### src/rtl/rot_pkg.sv
// Shared definitions for the rotate scheduler: datapath widths, direction
// encoding, request payload struct and the left-to-right amount conversion.
package rot_pkg;

  localparam int unsigned ROT_W     = 4;
  localparam int unsigned ROT_AMT_W = 2;

  localparam logic ROT_RIGHT = 1'b0;
  localparam logic ROT_LEFT  = 1'b1;

  typedef logic [ROT_W-1:0]     rot_data_t;
  typedef logic [ROT_AMT_W-1:0] rot_amt_t;

  // One requester's payload as seen after the grant mux.
  typedef struct packed {
    rot_data_t data;
    rot_amt_t  amt;
    logic      dir;
  } rot_req_t;

  // Left by a equals right by (4 - a) mod 4, i.e. the 2-bit negation of a.
  function automatic rot_amt_t rot_right_amt(input rot_amt_t amt, input logic dir);
    rot_amt_t res;
    res = amt;
    if (dir == ROT_LEFT) begin
      res = (~amt) + rot_amt_t'(1);
    end
    return res;
  endfunction

endpackage

### src/rtl/rotator4.sv
// Combinational 4-bit right rotator: out[k] = in[(k + amt) mod 4].
// Ports: in (operand), amt (right-rotate amount), out (rotated result).
module rotator4
  import rot_pkg::*;
(
  input  logic [ROT_W-1:0]     in,
  input  logic [ROT_AMT_W-1:0] amt,
  output logic [ROT_W-1:0]     out
);

  always_comb begin
    out = in;
    case (amt)
      2'd1:    out = {in[0],   in[3:1]};
      2'd2:    out = {in[1:0], in[3:2]};
      2'd3:    out = {in[2:0], in[3]};
      default: out = in;
    endcase
  end

endmodule

### src/rtl/rotate_scheduler.sv
// Shares one 4-bit rotator among NREQ requesters via a round-robin arbiter;
// results are held in a one-entry output register tagged with requester ID.
// Ports:
//   clk, rst_n                    clock, async active-low reset
//   req_valid/req_ready           per-requester handshake (req_ready is combinational)
//   req_data/req_amt/req_dir      packed per-requester operand, amount, direction
//   out_valid/out_ready           result handshake
//   out_data/out_id               registered result and producing requester
module rotate_scheduler
  import rot_pkg::*;
#(
  parameter int unsigned NREQ = 2,
  parameter int unsigned ID_W = $clog2(NREQ)
) (
  input  logic                      clk,
  input  logic                      rst_n,
  input  logic [NREQ-1:0]           req_valid,
  output logic [NREQ-1:0]           req_ready,
  input  logic [ROT_W*NREQ-1:0]     req_data,
  input  logic [ROT_AMT_W*NREQ-1:0] req_amt,
  input  logic [NREQ-1:0]           req_dir,
  output logic                      out_valid,
  input  logic                      out_ready,
  output logic [ROT_W-1:0]          out_data,
  output logic [ID_W-1:0]           out_id
);

  logic [ID_W-1:0] ptr_q, ptr_d;
  logic            out_valid_q, out_valid_d;
  rot_data_t       out_data_q, out_data_d;
  logic [ID_W-1:0] out_id_q, out_id_d;

  logic            can_load_c;
  logic            xfer_c;
  logic            gnt_found_c;
  logic [ID_W-1:0] gnt_id_c;
  logic [NREQ-1:0] grant_c;
  rot_req_t        sel_req_c;
  rot_amt_t        rot_amt_c;
  rot_data_t       rot_out_c;

  // base + off modulo NREQ; both operands are below NREQ so one subtract suffices.
  function automatic logic [ID_W-1:0] wrap_idx(input logic [ID_W-1:0] base,
                                               input int unsigned     off);
    int unsigned sum;
    sum = 32'(base) + off;
    if (sum >= NREQ) begin
      sum = sum - NREQ;
    end
    return ID_W'(sum);
  endfunction

  // Round-robin search starting at ptr_q, first valid requester wins.
  always_comb begin
    gnt_found_c = 1'b0;
    gnt_id_c    = '0;
    grant_c     = '0;
    for (int unsigned i = 0; i < NREQ; i++) begin
      if (!gnt_found_c && req_valid[wrap_idx(ptr_q, i)]) begin
        gnt_found_c = 1'b1;
        gnt_id_c    = wrap_idx(ptr_q, i);
      end
    end
    grant_c[gnt_id_c] = gnt_found_c;
  end

  // Grant mux feeding the single shared rotator.
  always_comb begin
    sel_req_c.data = req_data[ROT_W*gnt_id_c +: ROT_W];
    sel_req_c.amt  = req_amt[ROT_AMT_W*gnt_id_c +: ROT_AMT_W];
    sel_req_c.dir  = req_dir[gnt_id_c];
  end

  assign rot_amt_c = rot_right_amt(sel_req_c.amt, sel_req_c.dir);

  rotator4 u_rot (
    .in  (sel_req_c.data),
    .amt (rot_amt_c),
    .out (rot_out_c)
  );

  // Gated by rst_n so ready is low throughout reset.
  assign can_load_c = (~out_valid_q | out_ready) & rst_n;
  assign xfer_c     = can_load_c & gnt_found_c;
  assign req_ready  = can_load_c ? grant_c : '0;

  // Output register and pointer next-state.
  always_comb begin
    ptr_d       = ptr_q;
    out_valid_d = out_valid_q;
    out_data_d  = out_data_q;
    out_id_d    = out_id_q;
    if (xfer_c) begin
      out_valid_d = 1'b1;
      out_data_d  = rot_out_c;
      out_id_d    = gnt_id_c;
      ptr_d       = (gnt_id_c == ID_W'(NREQ - 1)) ? '0 : gnt_id_c + ID_W'(1);
    end else if (out_valid_q && out_ready) begin
      out_valid_d = 1'b0;
    end
  end

  always_ff @(posedge clk or negedge rst_n) begin
    if (!rst_n) begin
      ptr_q       <= '0;
      out_valid_q <= 1'b0;
      out_data_q  <= '0;
      out_id_q    <= '0;
    end else begin
      ptr_q       <= ptr_d;
      out_valid_q <= out_valid_d;
      out_data_q  <= out_data_d;
      out_id_q    <= out_id_d;
    end
  end

  assign out_valid = out_valid_q;
  assign out_data  = out_data_q;
  assign out_id    = out_id_q;

endmodule

### config.mk
export PLATFORM = sky130hd
export DESIGN_NAME = rotate_scheduler
export DESIGN_NICKNAME = d
export VERILOG_FILES = /design/src/rtl/rot_pkg.sv /design/src/rtl/rotator4.sv /design/src/rtl/rotate_scheduler.sv
export SDC_FILE = /design/constraint.sdc
export NUM_CORES = 1
export LEC_CHECK = 0
export CAP_MARGIN = 20
export CORE_UTILIZATION = 28
export CTS_BUF_LIST = sky130_fd_sc_hd__clkbuf_4 sky130_fd_sc_hd__clkbuf_8 sky130_fd_sc_hd__clkbuf_16
export CTS_CLUSTER_DIAMETER = 80
export DETAILED_ROUTE_END_ITERATION = 16
export GPL_ROUTABILITY_DRIVEN = 0
export HOLD_SLACK_MARGIN = 0.15
export SETUP_SLACK_MARGIN = 0.5
export SLEW_MARGIN = 10
export SYNTH_ARGS = -nofsm -noshare
export SYNTH_HDL_FRONTEND = slang
export SYNTH_SLANG_ARGS = --single-unit
### constraint.sdc
create_clock -name clk -period 3.1 [get_ports clk]
set_input_delay 0.62 -clock clk [delete_from_list [all_inputs] [get_ports clk]]
set_output_delay 0.62 -clock clk [all_outputs]
set_load 0.1 [all_outputs]
==> summary.txt <==
Status
  – Status: complete, no violations

Clock tree
  – Root Driver: clkbuf_4
  – CTS Sinks: 7
  – CTS Buf Count: 3
  – TritonCTS clock tree: built
  – Clk slew on worst S/H paths: 0.05 ns
  – Clock insertion delay at the later pin of the skew report: 0.24 ns
  – Clk buf depth: 2
  – H-tree lvl count: 1

Die
  – Die width: 49.3 µm
  – Area of the die: 2430 µm²
  – Core Area: 2020 µm²
  – Die Y: 49.3 µm
  – Site row count: 16
  – Ports: 27
  – Starting Density: 30.9%

Synth
  – Top-count cell post-synth: nor2_1
  – Cells after Synth: 70
  – Number of flops mapped to enable cells by yosys: 0
  – Post-synth top area share: 28.0%
  – Synth Warn #: 0
  – Cell Area, Synth: 626 µm²
  – Post-synthesis cell type count: 20
  – Syn_area_per_cell: 8.94 µm²
  – Yosys top cell by area: dfrtp_1
  – Top cell types by occurrence after synthesis: 11 x nor2_1, 10 x nand2_1, 9 x mux2i_1
  – Area contributors post-synth: dfrtp_1 28%, mux2i_1 14%, mux2_2 9.0%
  – Ys flop type: dfrtp_1
  – Async SR Flop Fraction: 100%
  – Synth Register Bits: 7
  – Seq/Total Area, Yosys: 28.0%
  – Net count after synthesis: 91

Critical path
  – CP Launch Type: input pin
  – Kind of critical path: input pin to flip-flop
  – CP required: 3.23 ns
  – Crit-path max FO: 4
  – CP Data Arrival Time: 2.69 ns
  – Crit end category: flip-flop
  – Worst R2R Setup Slack: 0.70 ns

Timing
  – Final hold vios: 0
  – Setup violators final: 0
  – Fin crit period: 2.56 ns
  – Max Slew Vio Count: 0
  – Slew headroom: 78.7%
  – Least-Margin Pin Slew: 0.311 ns
  – FMAX: 390 MHz
  – Crit share post-route: 82.6%
  – RSZ-0062 raised after global routing: yes
  – Clock Skews: 0.00226 ns
  – WHS: 0.489 ns
  – Setup ws final: 0.539 ns
  – Setup_tns: 0 ns

Power and ir drop
  – Lkg Pwr: 0.502 nW
  – Psw: 262 µW
  – Clk pwr share: 16.1%
  – Sequential power share: 22.7%
  – Cell Int Power: 279 µW
  – VDD IR max: 0.346 mV
  – Net Sw Frac: 48.4%
  – Combinational Power Share: 61.2%
  – Power density cells: 542 nW/µm²
  – Final Power: 542 µW

Placed design
  – Setup WS pre-CTS: -0.0269 ns
  – Port bufs: 26
  – DP Wirelength: 1360 µm
  – Placed cells: 127
  – Dpl cell area: 957 µm²

Routing
  – Wirelength per Cell: 12.1 µm
  – 1st-pass router iterations: 4
  – Vias post-DR: 616
  – WL met3: 71 µm
  – Vias per cell: 4.67
  – Final WL: 1600 µm
  – Post-Route M1 WL: 781 µm
  – Top routing layer in use: met3
  – Drt first-iter violations: 10
  – Post-route DRC: 0
  – WL met2: 748 µm
  – Post-route ant nets: 0

Final layout
  – P&R area growth vs syn: 59.8%
  – N_diodes: 0
  – Non-filler cells, final: 132
  – Fill count: 211
  – Footprint of the multi-input gates: 442 µm²
  – Share of post-route cells with drive strength above 1: 28.6%
  – Final core occ: 49.4%
  – Reg area: 175 µm²
  – Final net count: 127
  – Design area: 1000 µm²

Min path
  – Hold Crit Class: flip-flop to flip-flop

Job
  – Max Cap Violations: 0

Global routing
  – Largest net degree at the start of global routing: 9
  – Number of global-route vias before repair: 654
  – Antenna violations before repair: 0
  – GRT overflow: 0
  – Total global-route track usage: 14.3%
  – First-pass GRT wire length: 2720 µm
==> layout by cell type, fill, tap and decap left out, types with 2 or more instances in the layout <==
cell,count
ha_1,2
clkbuf_4,4
nor2_1,10
inv_1,2
clkdlybuf4s50_1,13
nand2_1,10
a21oi_1,4
nand4b_1,2
buf_4,12
buf_12,2
o31a_1,4
dlymetal6s2s_1,3
dfrtp_1,7
nand2b_1,4
mux2i_1,8
mux2_2,4
==> flip-flops by register name (all words and copies together), names as in the netlist <==
register   cells
out_valid      1
ptr_q          1
out_id         1
out_data       4
==> cell families after synthesis <==
kind of cell	Yosys count	synth area share (%)
and+or+nand+nor	31	25.2
buffers and inverters	3	4.40
AOI/OAI and AO/OA	13	15.0
adders and majority gates	2	4.00
muxes	14	23.4
DFF	7	28.0
==> critical path: stages <==
cell and delay (ns):
clkdlybuf4s50_1 0.42, mux2_4 0.28, ha_1 0.29, nand2b_1 0.15
a22o_1 0.19, nand3_2 0.10, mux2_2 0.34, o31a_1 0.29
==> final timing paths <==
check	from	to	cells past startpoint
setup / recovery	req_amt[3]	out_data[2]$_DFFE_PN0P_	8
hold / removal	out_id$_DFFE_PN0P_	out_id$_DFFE_PN0P_	1
setup reg to reg	ptr_q$_DFFE_PN0P_	out_data[2]$_DFFE_PN0P_	9
hold reg to reg	out_id$_DFFE_PN0P_	out_id$_DFFE_PN0P_	1
max in group asynchronous	rst_n	out_data[0]$_DFFE_PN0P_	2
min in group asynchronous	rst_n	out_data[2]$_DFFE_PN0P_	1
==> power groups by stage <==
| stage | Clock (mW) | Combinational, mW | Sequential [mW] |
|---|---|---|---|
| floorplan | 0 | 0.109 | 0.257 |
| global placement | 0 | 0.330 | 0.125 |
| detailed placement | 0 | 0.332 | 0.125 |
| CTS | 0.0919 | 0.333 | 0.124 |
| global route | 0.0984 | 0.350 | 0.126 |
| finish | 0.0870 | 0.331 | 0.123 |
==> cell type report <==
cell class,count,area share (%)
clock buffer,4,3.00
timing repair buffer,32,31.2
tap,27,3.38
sequential,7,17.5
inverter,2,0.751
multi-input combinational,60,44.2
==> what timing repair did <==
action / 4_1_cts / 5_1_grt
setup buffers: 1 / 0
resized for setup: 2 / 6
endpoints found under the setup margin: 4 / 4
hold buffers: 0 / 0
==> per-layer routing <==
metal	up-vias	global-route usage (%)
met4	0	7.84
li1	318	-
met1	278	18.5
met5	-	0
met2	20	22.6
met3	0	2.18
Note: power is estimated with default switching activity, not from simulation.
